$ cat src/rtl/regfile_wb_pkg.sv
// Shared widths, buffer entry type and register-decode helper for the
// register-file write-back block.
package regfile_wb_pkg;

    localparam int REG_AW         = 5;
    localparam int DATA_W         = 32;
    localparam int FIFO_DEPTH_DEF = 4;
    localparam int NUM_REGS       = 1 << REG_AW;

    typedef struct packed {
        logic [REG_AW-1:0] addr;
        logic [DATA_W-1:0] data;
    } wb_entry_t;

    // One-hot register select; r0 is hard-wired, so it never decodes.
    function automatic logic [NUM_REGS-1:0] reg_onehot(input logic [REG_AW-1:0] a);
        logic [NUM_REGS-1:0] oh;
        if (a == {REG_AW{1'b0}}) begin
            oh = {NUM_REGS{1'b0}};
        end else begin
            oh = {{(NUM_REGS-1){1'b0}}, 1'b1} << a;
        end
        return oh;
    endfunction

endpackage

$ cat src/rtl/regfile_wb_fifo.sv
// wb_fifo: synchronous buffer for long-latency write-back results with a
// registered occupancy count. Push when full and pop when empty are ignored.
module wb_fifo
    import regfile_wb_pkg::*;
#(
    parameter int DEPTH = FIFO_DEPTH_DEF
) (
    input  logic      clk,
    input  logic      rst,
    input  logic      push,
    input  wb_entry_t push_entry,
    input  logic      pop,
    output wb_entry_t head,
    output logic      full,
    output logic      empty
);

    localparam int PTR_W = (DEPTH > 1) ? $clog2(DEPTH) : 1;
    localparam int CNT_W = PTR_W + 1;

    wb_entry_t          mem_r [DEPTH];
    logic [PTR_W-1:0]   wr_ptr_r;
    logic [PTR_W-1:0]   rd_ptr_r;
    logic [CNT_W-1:0]   count_r;
    logic               push_s;
    logic               pop_s;

    assign full   = (count_r == CNT_W'(DEPTH));
    assign empty  = (count_r == {CNT_W{1'b0}});
    assign push_s = push && !full;
    assign pop_s  = pop && !empty;
    assign head   = mem_r[rd_ptr_r];

    // Entry storage; data only, so no reset is needed.
    always_ff @(posedge clk) begin
        if (push_s) begin
            mem_r[wr_ptr_r] <= push_entry;
        end
    end

    // Pointers wrap naturally because DEPTH is a power of two.
    always_ff @(posedge clk or posedge rst) begin
        if (rst) begin
            wr_ptr_r <= {PTR_W{1'b0}};
            rd_ptr_r <= {PTR_W{1'b0}};
            count_r  <= {CNT_W{1'b0}};
        end else begin
            if (push_s) begin
                wr_ptr_r <= wr_ptr_r + PTR_W'(1);
            end
            if (pop_s) begin
                rd_ptr_r <= rd_ptr_r + PTR_W'(1);
            end
            case ({push_s, pop_s})
                2'b10:   count_r <= count_r + CNT_W'(1);
                2'b01:   count_r <= count_r - CNT_W'(1);
                default: count_r <= count_r;
            endcase
        end
    end

endmodule

$ cat src/rtl/regfile_wb.sv
// regfile_wb: arbitrates single-cycle ALU results against buffered
// long-latency results onto one registered regfile write port.
module regfile_wb
    import regfile_wb_pkg::*;
#(
    parameter int FIFO_DEPTH = FIFO_DEPTH_DEF
) (
    input  logic                clk,
    input  logic                rst,
    input  logic                stall,
    input  logic                flush,
    input  logic                a_valid,
    input  logic [REG_AW-1:0]   a_addr,
    input  logic [DATA_W-1:0]   a_data,
    input  logic                b_valid,
    input  logic [REG_AW-1:0]   b_addr,
    input  logic [DATA_W-1:0]   b_data,
    output logic                b_ready,
    input  logic                issue_valid,
    input  logic [REG_AW-1:0]   issue_addr,
    output logic                we,
    output logic [REG_AW-1:0]   waddr,
    output logic [DATA_W-1:0]   wdata,
    output logic [NUM_REGS-1:0] pending
);

    logic                a_elig_s;
    logic                push_s;
    logic                pop_s;
    logic                full_s;
    logic                empty_s;
    wb_entry_t           head_s;
    wb_entry_t           push_entry_s;
    logic [NUM_REGS-1:0] set_mask_s;
    logic [NUM_REGS-1:0] clr_mask_s;
    logic [NUM_REGS-1:0] pending_nxt_s;
    logic [NUM_REGS-1:0] pending_r;

    // b_ready comes from the registered count, so a same-cycle pop never raises it.
    assign b_ready      = !rst && !full_s;
    assign push_s       = b_valid && b_ready && (b_addr != {REG_AW{1'b0}});
    assign a_elig_s     = a_valid && !flush && (a_addr != {REG_AW{1'b0}});
    assign pop_s        = !stall && !a_elig_s && !empty_s;
    assign push_entry_s = '{addr: b_addr, data: b_data};
    assign pending      = pending_r;

    wb_fifo #(
        .DEPTH      (FIFO_DEPTH)
    ) u_fifo (
        .clk        (clk),
        .rst        (rst),
        .push       (push_s),
        .push_entry (push_entry_s),
        .pop        (pop_s),
        .head       (head_s),
        .full       (full_s),
        .empty      (empty_s)
    );

    // Write port: ALU result first, then buffer head; held across stalls.
    always_ff @(posedge clk or posedge rst) begin
        if (rst) begin
            we    <= 1'b0;
            waddr <= {REG_AW{1'b0}};
            wdata <= {DATA_W{1'b0}};
        end else if (!stall) begin
            if (a_elig_s) begin
                we    <= 1'b1;
                waddr <= a_addr;
                wdata <= a_data;
            end else if (!empty_s) begin
                we    <= 1'b1;
                waddr <= head_s.addr;
                wdata <= head_s.data;
            end else begin
                we    <= 1'b0;
            end
        end
    end

    // Scoreboard next state: a new issue wins over a retiring write to the same register.
    always_comb begin
        set_mask_s    = {NUM_REGS{1'b0}};
        clr_mask_s    = {NUM_REGS{1'b0}};
        pending_nxt_s = pending_r;
        if (issue_valid) begin
            set_mask_s = reg_onehot(issue_addr);
        end else begin
            set_mask_s = {NUM_REGS{1'b0}};
        end
        if (pop_s) begin
            clr_mask_s = reg_onehot(head_s.addr);
        end else begin
            clr_mask_s = {NUM_REGS{1'b0}};
        end
        pending_nxt_s = ((pending_r & ~clr_mask_s) | set_mask_s) & ~{{(NUM_REGS-1){1'b0}}, 1'b1};
    end

    // Scoreboard register.
    always_ff @(posedge clk or posedge rst) begin
        if (rst) begin
            pending_r <= {NUM_REGS{1'b0}};
        end else begin
            pending_r <= pending_nxt_s;
        end
    end

endmodule

$ cat config.mk
export PLATFORM = sky130hd
export DESIGN_NAME = regfile_wb
export DESIGN_NICKNAME = d
export VERILOG_FILES = /design/src/rtl/regfile_wb_pkg.sv /design/src/rtl/regfile_wb_fifo.sv /design/src/rtl/regfile_wb.sv
export SDC_FILE = /design/constraint.sdc
export NUM_CORES = 1
export LEC_CHECK = 0
export CORE_MARGIN = 5
export CORE_UTILIZATION = 48
export DETAILED_ROUTE_END_ITERATION = 8
export GPL_ROUTABILITY_DRIVEN = 0
export HOLD_SLACK_MARGIN = 0.03
export PLACE_DENSITY_LB_ADDON = 0.1
export SKIP_CTS_REPAIR_TIMING = 1
export SLEW_MARGIN = 10
export SYNTH_ARGS = -nofsm -noshare
export SYNTH_HDL_FRONTEND = slang
export SYNTH_SLANG_ARGS = --single-unit
$ cat constraint.sdc
create_clock -name clk -period 2.1 [get_ports clk]
set_input_delay 0.315 -clock clk [delete_from_list [all_inputs] [get_ports clk]]
set_output_delay 0.315 -clock clk [all_outputs]
set_load 0.005 [all_outputs]
==> results of run 1 <==
-- worst paths after layout --
path	startpoint	end	slack, ns	depth (start not counted)
setup reg to reg	u_fifo.rd_ptr_r[0]	pending[10]	0.02	5
min in group asynchronous	rst	wdata[25]	0.34	3
setup / recovery	u_fifo.rd_ptr_r[0]	pending[10]	0.02	5
max in group asynchronous	rst	pending[28]	1.23	4
hold / removal	a_addr[4]	waddr[4]	0.19	4
hold reg to reg	we	we	0.50	1
-- flip-flops by register name (all words and copies together), names as in the netlist --
signal           flops
wdata               32
waddr                5
u_fifo.mem_r       148
u_fifo.wr_ptr_r      2
pending             31
u_fifo.rd_ptr_r      2
we                   1
u_fifo.count_r       3
-- cell type report --
class / count / area (um^2)
clock inverter: 11 / 188.9
multi-input combinational: 278 / 2918
clock buffer: 33 / 695.7
fill: 1398 / 6538
sequential: 224 / 6351
tap: 265 / 331.6
timing repair buffer: 226 / 2278
inverter: 8 / 33.78
-- report_power, final --
| group | switching, mW | internal (mW) |
|---|---|---|
| registers | 0.562 | 5.80 |
| clock network | 1.67 | 2.94 |
| logic | 2.45 | 3.72 |
| total | 4.68 | 12.5 |
-- worst register-to-register path, cell delays in order (launching register included) --
cell and delay, ns:
dfrtp_4 0.49, clkbuf_4 0.19, mux4_1 0.47, inv_1 0.12, or4_1 0.52, o22a_1 0.19
-- routing by layer --
layer / track usage, % / vias to the layer above / part of all wire, %
met1: 25.29 / 2828 / 42
li1: - / 2583 / -
met5: 0 / - / 0
met2: 31.38 / 227 / 49
met3: 4.149 / 34 / 7.1
met4: 4.211 / 0 / 1.9
-- kinds of logic (layout without fill, tap and decap cells) --
logic type	Yosys count	after routing	share of synthesized area, %
AOI/OAI and AO/OA	56	56	4.394
xor gates and xnor gates	6	6	0.5626
adders and majority gates	6	6	0.8841
buffers and inverters	35	278	2.050
DFF	224	224	67.94
muxes	109	111	18.37
other	1	1	0.04015
and+or+nand+nor	98	98	5.760
-- placed cells by master, fill, tap and decap left out, drive strengths merged, types with 3 or more instances in the layout --
cell and count:
a21oi 13, buf 68, clkinv 3, nand2 11, xnor2 4, nand4 14, mux4 39, and2 6
clkbuf 36, mux2 72, nor2 25, dfrtp 76, a41oi 4, nor3b 4, edfxtp 148, nor3 13
clkdlybuf4s50 152, o21ai 9, ha 5, o32a 4, a32o 3, nand3 4, dlymetal6s2s 3, inv 9
bufinv 5, nor2b 5, nand2b 4, a22o 7, a31oi 6
==> metrics.yaml, run 1 <==
status: "completed"
synth_top_area_cell: "edfxtp_1"
cap_violations: 0
worstSetupEndpointType: "register"
slowest_delay_ns: 0.52
yosys-top-cells-area: "edfxtp_1 48%, dfrtp_1 20%, mux4_2 8.9%"
ant_nets: 0
synth_cell_types: 53
start_util_pct: 48.31
layout-drive-gt1-share_pct: 31.03
layout.nets: 854
antennaDiodeCount: 0
async_reset_ff_share_pct: 33.93
hp-class: "primary input to register"
dr.pass1.iters: 5
hpwl_um: 14240
worst_pin_slew_ns: 0.5336
synth_most_common_cell: "edfxtp_1"
dp_cells: 989
synth-seq-area-share_pct: 67.94
maxSlewViolCount: 0
num_rows: 51
min_period_ns: 2.083
cts.sinks: 224
crit_family: "simple AND/OR/NAND/NOR gates"
synth_area_mm2: 0.009340
fin_crit_sh_pct: 99.19
synth_top_area_share_pct: 47.58
critPathBufInv: 2
clock_latency_ns: 0.51
placed_area_mm2: 0.01175
crit_required_ns: 2.50
die_h_um: 149.5
path_class: "register to register"
antenna_found_initial: 0
yosys_register_bits: 224
crit_chain: "clkbuf_4, mux4_1, inv_1, or4_1, o22a_1"
start_kind: "register"
dp_slack_ns: -0.5424
total_power_mw: 17.13
drcViolationCount: 0
finalHoldViolations: 0
finalSetupViolCount: 0
finClkSkew_ns: 0.01915
grt_max_degree: 36
final_cells: 1045
path_max_fanout: 4
powerDensity_mw_per_mm2: 1339
drt_iter0_markers: 417
vias_per_cell: 5.428
io_buffers: 155
crit_slowest_cell: "or4_1"
wirelength_um: 21340
synthFlopType: "edfxtp_1"
syn-num-nets: 627
p_leak_nw: 4.722
fin_area_mm2: 0.01280
ctsLongestPathBuffers: 3
rsz0062_at_grt: "yes"
hold_ws_ns: 0.1885
cts_root_buf: "clkbuf_16"
syn-instance-count: 535
synth.cells.most_frequent: "148 x edfxtp_1, 76 x dfrtp_1, 53 x mux2_2"
first_global_vias: 6017
slew-limit-headroom_pct: 64.35
tritoncts: "yes"
wire_per_inst_um: 20.42
fin_ws_ns: 0.01707
clk_pin_slew_worst_paths_ns: 0.07
cts.htree.levels: 1
io_pins: 157
grt.total_usage_pct: 18.69
area_growth_pct: 37.01
coreArea_mm2: 0.01933
utilization_pct: 66.19
cts_buffers: 24
grt_pass1_wl_um: 32590
grt.overflow.total: 0
fmax_mhz: 480.1
syn_avg_cell_area_um2: 17.46
vias: 5672
yosys_warnings: 0
die_w_um: 149.5
synth_enable_flop_cells: 148
cp.arrival_ns: 2.48
die_area_mm2: 0.02235
fin_setup_tns_ns: 0
peakVddDrop_v: 0.0007736
(Power assumes the default switching activity.)
==> run 2, diff against run 1 <==
--- a/config.mk
+++ b/config.mk
@@ -11,5 +11,5 @@
 export GPL_ROUTABILITY_DRIVEN = 0
 export HOLD_SLACK_MARGIN = 0.03
-export PLACE_DENSITY_LB_ADDON = 0.1
+export PLACE_DENSITY = 0.81
 export SKIP_CTS_REPAIR_TIMING = 1
 export SLEW_MARGIN = 10
==> constraint.sdc (replaced) <==
create_clock -name clk -period 2.1 [get_ports clk]
set_input_delay 0.315 -clock clk [delete_from_list [all_inputs] [get_ports clk]]
set_output_delay 0.315 -clock clk [all_outputs]
set_load 0.1 [all_outputs]
==> run 2 against run 1 <==
Net effect:
- non-clock buffer count is 2 higher
- critical path depth is 3 higher
- sequential power is 0.6% higher
- die area stayed put
- clock skew is 0.0066 ns higher
- largest cell class unchanged
- largest power group is now combinational logic
==> metrics.yaml, run 2 (synthesized netlist as in run 1, its figures left out) <==
vias: 5860
cap_violations: 0
io_buffers: 155
area_growth_pct: 34.36
p_sw_share_pct: 45.64
crit_slowest_cell: "clkdlybuf4s50_1"
slowest_delay_ns: 0.44
powerDensity_mw_per_mm2: 1700
clock_latency_ns: 0.50
antennaDiodeCount: 0
cts_root_buf: "clkbuf_16"
min_period_ns: 2.049
path_max_fanout: 18
fin_crit_sh_pct: 97.57
clk_pin_slew_worst_paths_ns: 0.06
finClkSkew_ns: 0.02578
finalHoldViolations: 0
first_global_vias: 6111
dr.pass1.iters: 5
grt_max_degree: 48
internal-power_mw: 11.59
die_area_mm2: 0.02235
peakVddDrop_v: 0.001573
tritoncts: "yes"
critPathBufInv: 4
fin_ws_ns: 0.05096
grt.total_usage_pct: 19.30
hold_ws_ns: 0.2683
cp.arrival_ns: 2.41
drcViolationCount: 0
status: "completed"
hp-class: "primary input to register"
crit_family: "buffers and inverters"
worstSetupEndpointType: "register"
clkPwrFrac_pct: 19.4
switchingPower_mw: 9.735
io_pins: 157
num_rows: 51
layout-drive-gt1-share_pct: 40.67
wire_per_inst_um: 21.48
nFillCells: 1360
top_register: "u_fifo.mem_r"
grt.overflow.total: 0
largest_register_ffs: 148
path_class: "primary input to register"
die_w_um: 149.5
antenna_found_initial: 1
dp_slack_ns: -0.7221
p_comb_share_pct: 50.6
wirelength_um: 22380
ant_nets: 0
drt_iter0_markers: 401
coreArea_mm2: 0.01933
cts.htree.levels: 1
cts_buffers: 23
total_power_mw: 21.33
cts.sinks: 224
grt_pass1_wl_um: 33910
crit_chain: "clkdlybuf4s50_1, nor2b_1, o21ai_4, buf_6, buf_8, a21oi_4, buf_12, mux2_2"
fin_setup_tns_ns: 0
start_util_pct: 48.31
crit_required_ns: 2.46
vias_per_cell: 5.624
ctsLongestPathBuffers: 3
start_kind: "primary input"
hpwl_um: 15230
fmax_mhz: 488.0
p_leak_nw: 4.746
seqPwrFrac_pct: 30.0
finalSetupViolCount: 0
maxSlewViolCount: 0
final_cell_mix: "148 x edfxtp_1, 120 x buf_4, 81 x clkdlybuf4s50_1"
layout.nets: 853
die_h_um: 149.5
final_common_cell: "edfxtp_1"
[run 2: changes by cell type in the layout (fill, tap and decap cells not counted), moves of 2 or more]
cell,delta
clkbuf_8,-3
mux4_1,-2
buf_8,+2
clkbuf_1,-2
clkinvlp_4,+5
clkbuf_2,-2
buf_4,+68
clkdlybuf4s50_1,-71
buf_6,+2
bufinv_16,-2
[run 2: worst paths after layout]
path / start / end / slack, ns / cells past startpoint
setup / recovery: a_valid / waddr[4] / 0.05 / 8
hold / removal: a_addr[1] / waddr[1] / 0.27 / 4
setup reg to reg: u_fifo.rd_ptr_r[0] / pending[29] / 0.07 / 5
hold reg to reg: wdata[25] / wdata[25] / 0.51 / 1
max in group asynchronous: rst / wdata[12] / 1.22 / 4
min in group asynchronous: rst / wdata[24] / 0.29 / 3
[run 2: worst reg2reg max path: stages, from the launching register on]
cell,delay [ns]
dfrtp_2,0.36
buf_4,0.16
mux4_2,0.64
nor2b_1,0.26
nand3_1,0.14
o32a_1,0.36
[run 2: metal layers]
layer  wire length [um]  global-route usage [%]  up-vias
li1                   -                       -     2568
met1               8401                   24.88     2943
met2              11470                   33.24      300
met3               2105                   5.209       47
met4                395                   4.027        2
met5                 11                       0        -
[run 2: power groups by stage]
stage                     logic, mW  clock network, mW  registers (mW)
after global placement         10.5                  0            6.43
after detailed placement       10.6                  0            6.50
after floorplan                3.19                  0            11.2
after CTS                      10.7               4.20            6.44
final                          10.8               4.13            6.40
after global routing           11.2               4.44            6.52
[run 2: layout make-up]
| cell class | count | area [um^2] | area share, % |
|---|---|---|---|
| Sequential cell | 224 | 6349 | 50.59 |
| Timing Repair Buffer | 228 | 2183 | 17.40 |
| Clock inverter | 15 | 176.4 | 1.406 |
| Clock buffer | 26 | 596.8 | 4.756 |
| Tap cell | 265 | 331.6 | 2.642 |
| Multi-Input combinational cell | 276 | 2879 | 22.94 |
| Inverter | 8 | 33.78 | 0.2692 |
[run 2: per-stage QoR]
stage / instances / util, % / area (um^2)
6_report: 1042 / 64.91 / 12550
2_1_floorplan: 535 / - / 9389
3_5_place_dp: 989 / 59.90 / 11580
5_1_grt: 1042 / 64.91 / 12550
3_3_place_gp: 989 / 59.90 / 11580
4_1_cts: 1030 / 63.90 / 12360
